### src/rtl/id_pkg.sv
// Shared definitions for the instruction-decode stage: opcodes, FSM states
// and instruction field offsets.
package id_pkg;

    localparam int ID_WIDTH     = 16;
    localparam int ID_REG_COUNT = 8;
    localparam int ID_OPC_W     = 5;

    localparam logic [4:0] OP_NOP = 5'h00;
    localparam logic [4:0] OP_ADD = 5'h09;
    localparam logic [4:0] OP_LDD = 5'h18;
    localparam logic [4:0] OP_STD = 5'h19;
    localparam logic [4:0] OP_LDM = 5'h14;

    typedef enum logic [0:0] {
        S_OP  = 1'b0,
        S_IMM = 1'b1
    } id_state_e;

    // rs1 sits directly below the opcode, rs2/rd directly below rs1.
    function automatic int opc_lsb(input int width, input int opc_w);
        return width - opc_w;
    endfunction

    function automatic int rs1_lsb(input int width, input int opc_w, input int reg_aw);
        return width - opc_w - reg_aw;
    endfunction

    function automatic int rs2_lsb(input int width, input int opc_w, input int reg_aw);
        return width - opc_w - (reg_aw + reg_aw);
    endfunction

endpackage

### src/rtl/id_ctrl_decode.sv
// Combinational opcode-to-control mapping; unknown opcodes decode as NOP.
module id_ctrl_decode
    import id_pkg::*;
#(
    parameter int OPC_W = ID_OPC_W
) (
    input  logic [OPC_W-1:0] opcode,
    output logic             regwr,
    output logic             alusrc,
    output logic             memr,
    output logic             memwr,
    output logic             is_ldm,
    output logic [OPC_W-1:0] alu_op
);

    // Control table lookup
    always_comb begin
        regwr  = 1'b0;
        alusrc = 1'b0;
        memr   = 1'b0;
        memwr  = 1'b0;
        is_ldm = 1'b0;
        alu_op = '0;
        case (opcode)
            OPC_W'(OP_NOP): begin
                regwr = 1'b0;
            end
            OPC_W'(OP_ADD): begin
                regwr  = 1'b1;
                alu_op = opcode;
            end
            OPC_W'(OP_LDD): begin
                memr   = 1'b1;
                regwr  = 1'b1;
                alusrc = 1'b1;
            end
            OPC_W'(OP_STD): begin
                memwr  = 1'b1;
                alusrc = 1'b1;
            end
            OPC_W'(OP_LDM): begin
                is_ldm = 1'b1;
            end
            default: begin
                regwr = 1'b0;
            end
        endcase
    end

endmodule

### src/rtl/id_stage_pipe.sv
// Instruction-decode stage: register file with write bypass, two-word LDM
// sequencing, load-use stall, flush/hold, and a registered ID/EX bundle.
module id_stage_pipe
    import id_pkg::*;
#(
    parameter int WIDTH     = ID_WIDTH,
    parameter int REG_COUNT = ID_REG_COUNT,
    parameter int OPC_W     = ID_OPC_W,
    parameter int REG_AW    = $clog2(REG_COUNT)
) (
    input  logic              clk,
    input  logic              rst,
    input  logic              en,
    input  logic              flush,
    input  logic              in_valid,
    input  logic [WIDTH-1:0]  instr,
    output logic              in_ready,
    input  logic              wb_en,
    input  logic [REG_AW-1:0] wb_addr,
    input  logic [WIDTH-1:0]  wb_data,
    input  logic              ex_memr,
    input  logic [REG_AW-1:0] ex_rd,
    output logic              out_valid,
    output logic [WIDTH-1:0]  out_op1,
    output logic [WIDTH-1:0]  out_op2,
    output logic [WIDTH-1:0]  out_imm,
    output logic [REG_AW-1:0] out_rd,
    output logic [OPC_W-1:0]  out_alu_op,
    output logic              out_regwr,
    output logic              out_alusrc,
    output logic              out_memr,
    output logic              out_memwr,
    output logic              out_ldm
);

    localparam int OPC_LSB = opc_lsb(WIDTH, OPC_W);
    localparam int RS1_LSB = rs1_lsb(WIDTH, OPC_W, REG_AW);
    localparam int RS2_LSB = rs2_lsb(WIDTH, OPC_W, REG_AW);

    logic [WIDTH-1:0]  rf_r [REG_COUNT];
    id_state_e         state_r, state_n_s;
    logic [REG_AW-1:0] ldm_rd_r, ldm_rd_n_s;

    logic [OPC_W-1:0]  opcode_s;
    logic [REG_AW-1:0] rs1_s, rs2_s;
    logic [WIDTH-1:0]  rd1_s, rd2_s;
    logic              stall_s, accept_s;

    logic              dec_regwr_s, dec_alusrc_s, dec_memr_s, dec_memwr_s, dec_ldm_s;
    logic [OPC_W-1:0]  dec_alu_op_s;

    logic              valid_n_s, regwr_n_s, alusrc_n_s, memr_n_s, memwr_n_s, ldm_n_s;
    logic [WIDTH-1:0]  imm_n_s;
    logic [REG_AW-1:0] rd_n_s;
    logic [OPC_W-1:0]  alu_op_n_s;

    assign opcode_s = instr[OPC_LSB +: OPC_W];
    assign rs1_s    = instr[RS1_LSB +: REG_AW];
    assign rs2_s    = instr[RS2_LSB +: REG_AW];

    // A write landing this cycle is visible to the read in the same cycle.
    assign rd1_s = (wb_en && (wb_addr == rs1_s)) ? wb_data : rf_r[rs1_s];
    assign rd2_s = (wb_en && (wb_addr == rs2_s)) ? wb_data : rf_r[rs2_s];

    // The immediate word of an LDM carries no register fields, so no stall there.
    assign stall_s  = (state_r == S_OP) && in_valid && ex_memr &&
                      ((rs1_s == ex_rd) || (rs2_s == ex_rd));
    assign in_ready = rst && en && !flush && !stall_s;
    assign accept_s = in_valid && in_ready;

    id_ctrl_decode #(
        .OPC_W (OPC_W)
    ) u_decode (
        .opcode (opcode_s),
        .regwr  (dec_regwr_s),
        .alusrc (dec_alusrc_s),
        .memr   (dec_memr_s),
        .memwr  (dec_memwr_s),
        .is_ldm (dec_ldm_s),
        .alu_op (dec_alu_op_s)
    );

    // Register file storage
    always_ff @(posedge clk) begin
        if (!rst) begin
            for (int i = 0; i < REG_COUNT; i++) begin
                rf_r[i] <= '0;
            end
        end else if (en && wb_en) begin
            rf_r[wb_addr] <= wb_data;
        end
    end

    // Next-state and next-bundle selection; a bubble is the default
    always_comb begin
        state_n_s  = state_r;
        ldm_rd_n_s = ldm_rd_r;
        valid_n_s  = 1'b0;
        regwr_n_s  = 1'b0;
        alusrc_n_s = 1'b0;
        memr_n_s   = 1'b0;
        memwr_n_s  = 1'b0;
        ldm_n_s    = 1'b0;
        imm_n_s    = '0;
        rd_n_s     = '0;
        alu_op_n_s = '0;
        if (flush) begin
            state_n_s  = S_OP;
            ldm_rd_n_s = '0;
        end else if (accept_s) begin
            case (state_r)
                S_OP: begin
                    if (dec_ldm_s) begin
                        state_n_s  = S_IMM;
                        ldm_rd_n_s = rs2_s;
                    end else begin
                        valid_n_s  = 1'b1;
                        regwr_n_s  = dec_regwr_s;
                        alusrc_n_s = dec_alusrc_s;
                        memr_n_s   = dec_memr_s;
                        memwr_n_s  = dec_memwr_s;
                        alu_op_n_s = dec_alu_op_s;
                        rd_n_s     = rs2_s;
                    end
                end
                S_IMM: begin
                    state_n_s  = S_OP;
                    ldm_rd_n_s = '0;
                    valid_n_s  = 1'b1;
                    imm_n_s    = instr;
                    ldm_n_s    = 1'b1;
                    regwr_n_s  = 1'b1;
                    alusrc_n_s = 1'b1;
                    rd_n_s     = ldm_rd_r;
                end
                default: begin
                    state_n_s  = S_OP;
                    ldm_rd_n_s = '0;
                end
            endcase
        end else begin
            state_n_s = state_r;
        end
    end

    // FSM state and ID/EX pipeline register
    always_ff @(posedge clk) begin
        if (!rst) begin
            state_r    <= S_OP;
            ldm_rd_r   <= '0;
            out_valid  <= 1'b0;
            out_op1    <= '0;
            out_op2    <= '0;
            out_imm    <= '0;
            out_rd     <= '0;
            out_alu_op <= '0;
            out_regwr  <= 1'b0;
            out_alusrc <= 1'b0;
            out_memr   <= 1'b0;
            out_memwr  <= 1'b0;
            out_ldm    <= 1'b0;
        end else if (en) begin
            state_r    <= state_n_s;
            ldm_rd_r   <= ldm_rd_n_s;
            out_valid  <= valid_n_s;
            out_op1    <= rd1_s;
            out_op2    <= rd2_s;
            out_imm    <= imm_n_s;
            out_rd     <= rd_n_s;
            out_alu_op <= alu_op_n_s;
            out_regwr  <= regwr_n_s;
            out_alusrc <= alusrc_n_s;
            out_memr   <= memr_n_s;
            out_memwr  <= memwr_n_s;
            out_ldm    <= ldm_n_s;
        end
    end

endmodule

### config.mk
export PLATFORM = sky130hd
export DESIGN_NAME = id_stage_pipe
export DESIGN_NICKNAME = d
export VERILOG_FILES = /design/src/rtl/id_pkg.sv /design/src/rtl/id_ctrl_decode.sv /design/src/rtl/id_stage_pipe.sv
export SDC_FILE = /design/constraint.sdc
export NUM_CORES = 1
export LEC_CHECK = 0
export BUFFER_PORTS_ARGS = -buffer_cell sky130_fd_sc_hd__clkbuf_2
export CORE_MARGIN = 2
export CORE_UTILIZATION = 30
export DETAILED_ROUTE_END_ITERATION = 10
export SYNTH_ARGS = -nofsm -noshare
export SYNTH_HDL_FRONTEND = slang
export SYNTH_SLANG_ARGS = --single-unit
export TNS_END_PERCENT = 30
### constraint.sdc
create_clock -name clk -period 7.5 [get_ports clk]
set_input_delay 0.75 -clock clk [delete_from_list [all_inputs] [get_ports clk]]
set_output_delay 0.75 -clock clk [all_outputs]
set_load 0.02 [all_outputs]
==> Yosys cells after proc, flatten, opt, wreduce, memory -nomap -nowiden <==
Memories as Yosys holds them, arrays and structs flattened. A register that Yosys moved wholly into a read port is not among the register bits.
Index checks and enable logic that the tools add are counted.
{ "op_classes": {"n_eq_ne": 7, "muxes": 55, "n_bitwise": 1, "reduce_logical": 19} }
{ "op_table": {"columns": ["op", "count"], "rows": [
  ["two-way mux 16 bit", 4],
  ["two-way mux 1 bit", 33],
  ["two-way mux 5 bit", 5],
  ["two-way mux 3 bit", 7],
  ["OR reduction 16 bit", 1],
  ["== test 5 bit, second input constant", 3],
  ["one-hot mux 3 bit (2 select lines)", 2],
  ["logical AND 1 bit", 8],
  ["one-hot mux 1 bit (2 select lines)", 4],
  ["== test 3 bit", 2],
  ["== test 5 x 4 -> 1 bit, second input constant", 1],
  ["logical NOT 1 bit", 4],
  ["OR reduction 2 bit", 2],
  ["!= test 3 bit, second input constant", 1],
  ["AND reduction 3 bit", 1],
  ["AND reduction 2 bit", 1],
  ["nonzero test 2 bit", 1],
  ["logical OR 1 bit", 1],
  ["inverter 1 bit", 1]
]} }
{ "totals": {"reg_bits": 34, "mem_bits_rw": 128, "input_bits": 45, "out_inout_bits": 63, "word_cells": 94, "memories": 1} }
{ "mem_list": {"columns": ["name", "depth", "word_bits", "rd", "rd_clocked_by_memory_dff", "wr", "line", "rtl"], "rows": [
  ["rf_r", 8, 16, 2, 2, 8, "id_stage_pipe.sv:40", "logic [WIDTH-1:0] rf_r [REG_COUNT];"]
]} }

==> Depth between registers and ports, before layout <==
Gate-level depths: netlist (run 1).
{ "depth": {"depth_word": 9, "mapped_depth": 8, "depth_no_buf": 5} }

==> Hierarchy <==
From an unflattened synthesis (run 1), not the netlist that was laid out.
{ "hier_totals": {"hier_cells": 843, "area_unflattened_um2": 9663.0} }
{ "modules_own_cells": {"columns": ["mod", "instances", "cells_per_inst", "area_per_inst_um2"], "rows": [
  ["id_stage_pipe", 1, 827, 9560.4],
  ["id_ctrl_decode", 1, 16, 102.6]
]} }

==> Worst setup path after synthesis (run 1) <==
OpenSTA, ideal clock, no wires.
{ "synth_timing": {"kind": "in2reg", "start": "in rst", "end": "mem rf_r[2][0] in the netlist's numbering, enable pin", "setup_time_ns": 0.411, "arrival_ns": 2.581, "required_time_ns": 7.089, "path_slack_ns": 4.508, "stages": 5, "cell_sequence": "buf_6 > nand3_1 > or2_2 > buf_2 > o21ai_0"} }
{ "synth_rtl": {"columns": ["item", "line", "rtl"], "rows": [
  ["start: declaration", "id_stage_pipe.sv:12", "input logic rst,"],
  ["end: declaration", "id_stage_pipe.sv:40", null]
]} }

==> Worst setup path in the final report (run 1) <==
{ "layout_timing": {"start": "in instr[6]", "end": "out in_ready"} }
{ "layout_between": {"elab_chain_cells": 5} }
{ "layout_rtl": {"columns": ["item", "line", "rtl"], "rows": [
  ["start: declaration", "id_stage_pipe.sv:16", "input logic [WIDTH-1:0] instr,"],
  ["== test 3 bit", "id_stage_pipe.sv:67", "((rs1_s == ex_rd) || (rs2_s == ex_rd));"],
  ["logical OR 1 bit", "id_stage_pipe.sv:67", null],
  ["logical AND 1 bit", "id_stage_pipe.sv:66", "assign stall_s = (state_r == S_OP) && in_valid && ex_memr &&"],
  ["logical NOT 1 bit", "id_stage_pipe.sv:68", "assign in_ready = rst && en && !flush && !stall_s;"],
  ["logical AND 1 bit", "id_stage_pipe.sv:68", null],
  ["end: declaration", "id_stage_pipe.sv:17", "output logic in_ready,"]
]} }
Every way passes these cells.

==> results.json, run 1 <==
{
  "nets": 814,
  "track_usage": 0.1593,
  "ys_ff_latch": 194,
  "num_vias": 6198,
  "ir_drop_mv": 0.1694,
  "p_per_area_mw_per_mm2": 219.1,
  "grt_max_degree": 38,
  "syn_to_final_growth_pct": 14.92,
  "grt.met1_usage": 0.2208,
  "final.setup.tns_ns": 0,
  "cts_hold_buf": 0,
  "synth_flop_cell": "edfxtp_1",
  "ant_nets": 0,
  "critPathTopFamily": "buffers and inverters",
  "maxSlewViolCount": 0,
  "p_leak_nw": 3.997,
  "syn_area_mm2": 0.009365,
  "vias_per_cell": 5.261,
  "antenna_cells": 0,
  "io_pins": 108,
  "h-tree-depth": 4,
  "die_w_um": 180.7,
  "setup_viol": 0,
  "use_met2": 0.2544,
  "cts_tree": "done",
  "clk_pin_slew_worst_paths_ns": 0.06,
  "core_area_mm2": 0.03067,
  "wl_um": 25520,
  "synth-seq-area-share": 0.5515,
  "cpPeakStageDelay_ns": 0.58,
  "grt_use_met3": 0.02749,
  "gp_congestion": 0.7701,
  "ys_warn_count": 0,
  "path_class": "primary input to output pin",
  "worstMarginPinSlew_ns": 1.086,
  "async_flop_share": 0,
  "synth_cell_type_count": 45,
  "numPortBuffers": 107,
  "clock_tree.buffer_depth": 2,
  "slowest_stage": "buf_4",
  "die_height_um": 180.7,
  "synth-edff-count": 128,
  "relSlewSlack": 0.2759,
  "post_cts_buffers": 0,
  "fp-row-count": 64,
  "required_ns": 6.75,
  "drc": 0,
  "dr.first_iter.drc_count": 469,
  "max_freq_ghz": 0.3299,
  "finalHoldViolCount": 0,
  "min_period_ns": 3.032,
  "clock_skew_ns": 0.01279,
  "grt_pass1_vias": 6250,
  "cts_sinks": 194,
  "dp_slack_ns": 4.247,
  "wl_per_cell_um": 21.66,
  "drive_above_1_share": 0.2673,
  "antenna_found_initial": 0,
  "cts-root-buf": "clkbuf_16",
  "cts_resized": 0,
  "hold_class": "register to register",
  "clkLatencyLatePin_ns": 0.45,
  "rsz0062_at_grt": "false",
  "synth_area_per_cell_um2": 13.81,
  "crit_chain": "clkbuf_2 > buf_4 > xnor2_1 > nand4_1 > nand2_2 > a21boi_0 > clkbuf_2",
  "overflow": 0,
  "fin_ws_ns": 4.468,
  "worst-path-max-fanout": 37,
  "outcome": "finished clean",
  "setup.worst_path.start_class": "primary input",
  "crit_buf_inv": 3,
  "fillerInstances": 2957,
  "synth_cells": 678,
  "start_util": 0.3054,
  "busiest_layer": "met2",
  "numCtsBuffers": 17,
  "die_area_mm2": 0.03265,
  "cp-end-kind": "output pin",
  "worstPathArrival_ns": 2.28,
  "crit_top_cell": "clkbuf_2",
  "fin_crit_sh": 0.4042,
  "grt_pass1_wl_um": 39300,
  "hpwl_um": 16070,
  "firstDrtPassIters": 5,
  "maxCapViolCount": 0,
  "syn_nets": 723
}
## layout by cell type (no fill, tap or decap), drive strengths merged, types with 2 or more instances in the layout
master,count
mux4,64
or3,2
nand3,4
and2,132
nand2,41
buf,15
edfxtp,128
nand2b,38
o21ai,11
a31oi,2
nor3,5
a32o,3
nor2b,2
a22o,22
nor2,9
dfxtp,66
nand4,5
o21a,2
inv,7
clkinv,5
a41o,2
xnor2,12
a221o,32
o31ai,3
a21oi,34
clkbuf,128
## tightest hold or removal path: cells and delay by family (launching register included)
| kind | cells | cell delay [ns] |
|---|---|---|
| and+or+nand+nor | 1 | 0.04 |
| AOI/OAI and AO/OA | 1 | 0.06 |
| DFF | 1 | 0.33 |
## synthesized netlist by cell type (2+ instances only)
library cell  number  area [um2]
a21oi_1           34       170.2
a221o_1           32       320.3
a22o_1            22       192.7
a31oi_1            2       12.51
a32o_1             3       30.03
and2_1           132       825.8
buf_12             2       40.04
buf_2             15       75.07
buf_4              4       30.03
buf_6              6       67.56
clkbuf_1          19       71.32
clkbuf_2           2       10.01
dfxtp_1           66        1321
edfxtp_1         128        3844
mux4_1            17       446.7
mux4_2            46        1036
nand2_1           40       150.1
nand2b_1          38       237.7
nand3_1            4       20.02
nand4_1            5       31.28
nor2_1             9       33.78
nor2b_1            2       12.51
nor3_1             4       20.02
o21a_1             2       15.01
o21ai_0           11       55.05
o31ai_1            3       22.52
xnor2_1           12       105.1
## cell families (layout without fill, tap and decap cells)
family                 after synthesis  after routing  share of synthesized area
AND/OR/NAND/NOR                    243            243                     0.1503
flip-flops                         194            194                     0.5515
AO/OA/AOI/OAI                      113            113                    0.09125
multiplexers                        64             64                     0.1610
buffers and inverters               51            155                    0.03380
XOR/XNOR                            13             13                    0.01216
## sequential cells by signal, indices dropped and copies added, names as in the netlist, 3 cells and up
register and flops:
ldm_rd_r 3, rf_r 128, out_alu_op 5, out_op1 16
out_op2 16, out_rd 3, out_imm 16
## final timing paths
| check | slack [ns] | end | depth (start not counted) | startpoint |
|---|---|---|---|---|
| min | 0.46 | out_memwr$_SDFFE_PN0P_ | 2 | out_memwr$_SDFFE_PN0P_ |
| max | 4.47 | in_ready | 7 | instr[6] |
| max reg2reg | 5.90 | out_op2[8]$_SDFFE_PN0P_ | 4 | rf_r[0][8]$_SDFFCE_PN0P_ |
| min reg2reg | 0.46 | out_memwr$_SDFFE_PN0P_ | 2 | out_memwr$_SDFFE_PN0P_ |
## area by class of cell
type / instances / area (um2) / share of cell area
Clock buffer: 21 / 462.9 / 0.04301
Clock inverter: 11 / 80.08 / 0.007440
Inverter: 1 / 3.754 / 0.0003488
Multi-Input combinational cell: 433 / 3908 / 0.3631
Sequential cell: 194 / 5165 / 0.4799
Tap cell: 396 / 495.5 / 0.04604
Timing Repair Buffer: 122 / 648.1 / 0.06022
## metrics by stage
step | hold slack, ns | power, mW | cells | cell area (um2) | utilization
after floorplan | 0.4699 | 1.415 | 678 | 9365 | -
after global placement | 0.4366 | 1.511 | 1146 | 10220 | 0.3332
after detailed placement | 0.4491 | 1.513 | 1146 | 10220 | 0.3332
after CTS | 0.4654 | 2.372 | 1178 | 10760 | 0.3509
after global routing | 0.4829 | 2.434 | 1178 | 10760 | 0.3509
final | 0.4585 | 2.359 | 1178 | 10760 | 0.3509
## layer usage
metal,share of wire,vias to the layer above
li1,-,2778
met1,0.44,3110
met2,0.46,276
met3,0.074,34
met4,0.019,0
met5,0,-
## power by group
part	internal, mW	switching [mW]	leakage [nW]
Sequential	1.19	0.0313	1.76
Clock	0.450	0.420	0.278
Combinational	0.111	0.153	1.96
Total	1.75	0.604	4.00
(Power assumes the default switching activity.)
==> run 2, diff against run 1 <==
==> constraint.sdc (replaced) <==
create_clock -name clk -period 2.74 [get_ports clk]
set_input_delay 0.274 -clock clk [delete_from_list [all_inputs] [get_ports clk]]
set_output_delay 0.274 -clock clk [all_outputs]
set_load 0.02 [all_outputs]
==> results.json, run 2 (synthesis results as in run 1) <==
{
  "combPwrFrac": 0.115,
  "fin_ws_ns": 0.8012,
  "drc": 0,
  "gp_congestion": 0.7673,
  "grt_max_degree": 38,
  "ir_drop_mv": 0.4395,
  "h-tree-depth": 4,
  "crit_buf_inv": 2,
  "wl_um": 26900,
  "critPathTopFamily": "buffers and inverters",
  "swShare": 0.2455,
  "clock_skew_ns": 0.008874,
  "wl_per_cell_um": 22.54,
  "post_cts_buffers": 0,
  "crit_chain": "clkbuf_2 > xnor2_1 > nand4_1 > nand2_2 > a21boi_0 > clkbuf_2",
  "required_ns": 2.47,
  "max_freq_ghz": 0.5158,
  "clk_pin_slew_worst_paths_ns": 0.06,
  "dp_slack_ns": 0.5483,
  "start_util": 0.3054,
  "outcome": "finished clean",
  "r2r_end": "out_op2[1]$_SDFFE_PN0P_",
  "cts_tree": "done",
  "firstDrtPassIters": 5,
  "drive_above_1_share": 0.2726,
  "postLayoutCoreUtil": 0.3568,
  "die_w_um": 180.7,
  "cts_resized": 0,
  "relSlewSlack": 0.5844,
  "crit_cells": 6,
  "grt_pass1_vias": 6207,
  "clock_tree.buffer_depth": 2,
  "grt_pass1_wl_um": 39850,
  "worstPathArrival_ns": 1.66,
  "intPower_mw": 4.933,
  "reg2reg_setup_slack_ns": 1.21,
  "syn_to_final_growth_pct": 16.85,
  "startpoint": "instr[10]",
  "timing.hold.ws_ns": 0.05456,
  "min_period_ns": 1.939,
  "finalHoldViolCount": 0,
  "slowest_stage": "clkbuf_2",
  "die_height_um": 180.7,
  "clkPwrFrac": 0.372,
  "track_usage": 0.1648,
  "hold_class": "primary input to register",
  "cp-end-kind": "output pin",
  "rsz0062_at_grt": "false",
  "setup_viol": 0,
  "p_per_area_mw_per_mm2": 597.4,
  "ant_nets": 0,
  "maxSlewViolCount": 0,
  "numCtsBuffers": 17,
  "die_area_mm2": 0.03265,
  "worstMarginPinSlew_ns": 0.6235,
  "antenna_found_initial": 0,
  "cpPeakStageDelay_ns": 0.37,
  "r2r_start": "rf_r[0][1]$_SDFFCE_PN0P_",
  "crit_top_cell": "clkbuf_2",
  "cts_sinks": 194,
  "core_area_mm2": 0.03067,
  "top_register": "rf_r",
  "fp-row-count": 64,
  "path_class": "primary input to output pin",
  "hpwl_um": 16780,
  "largest_reg_flops": 128,
  "final.setup.tns_ns": 0,
  "fin_crit_sh": 0.7076,
  "numPortBuffers": 107,
  "cts-root-buf": "clkbuf_16",
  "cts_hold_buf": 0,
  "final_cell_mix": "132 x and2_1, 128 x edfxtp_1, 107 x clkbuf_2, 66 x dfxtp_1, 46 x mux4_2",
  "io_pins": 108,
  "num_vias": 6326,
  "worst-path-max-fanout": 15,
  "worstRegToRegCells": 4,
  "overflow": 0,
  "p_leak_nw": 4.075,
  "nets": 828,
  "dr.first_iter.drc_count": 528,
  "final_common_cell": "and2_1",
  "maxCapViolCount": 0,
  "seqPwrFrac": 0.513,
  "clkLatencyLatePin_ns": 0.44,
  "vias_per_cell": 5.303,
  "power_mw": 6.538,
  "setup.worst_path.start_class": "primary input",
  "p_sw_mw": 1.605,
  "worstSetupEndpoint": "in_ready"
}
==> run 2: worst min path at each step <==
stage	slack (ns)	endpoint	start	cells past startpoint
3_5_place_dp	0.44	out_ldm$_SDFFE_PN0P_	out_ldm$_SDFFE_PN0P_	1
6_report	0.05	out_imm[1]$_SDFFE_PN0P_	instr[1]	2
5_1_grt	0.05	out_imm[2]$_SDFFE_PN0P_	instr[2]	2
2_1_floorplan	0.38	out_memr$_SDFFE_PN0P_	instr[11]	1
4_1_cts	0.04	out_imm[1]$_SDFFE_PN0P_	instr[1]	2
3_3_place_gp	0.44	out_memwr$_SDFFE_PN0P_	out_memwr$_SDFFE_PN0P_	2
==> run 2: power groups by stage <==
stage                     combinational (mW)  sequential [mW]  clock (mW)
final                                  0.752             3.35        2.43
after global routing                   0.801             3.37        2.58
after detailed placement               0.752             3.42           0
after global placement                 0.744             3.41           0
after CTS                              0.756             3.35        2.46
after floorplan                        0.436             3.44           0
==> run 2: worst reg2reg max path: stages, from the launching register on <==
cell and delay (ns):
edfxtp_1 0.40, mux4_4 0.60, nand2b_1 0.09, a21oi_1 0.06
a221o_1 0.27
==> run 2: layer usage <==
| layer | GRT usage | up-vias | share of wire |
|---|---|---|---|
| met2 | 0.2511 | 292 | 0.45 |
| met5 | 0 | - | 0 |
| li1 | - | 2808 | - |
| met4 | 0.04387 | 0 | 0.015 |
| met3 | 0.04123 | 27 | 0.084 |
| met1 | 0.2338 | 3199 | 0.45 |
==> run 2: stage by stage <==
stage          instance area, um2  instances
6_report                    10940       1193
4_1_cts                     10940       1192
5_1_grt                     10940       1192
3_5_place_dp                10380       1160
2_1_floorplan                9365        678
3_3_place_gp                10380       1160
==> run 2: layout make-up <==
class,instances,area (um2)
Sequential cell,194,5165
Clock buffer,22,444.2
Clock inverter,10,113.9
Inverter,1,3.754
Multi-Input combinational cell,433,3902
Tap cell,396,495.5
Timing Repair Buffer,136,815.8
Antenna cell,1,2.502
Fill cell,2965,19730
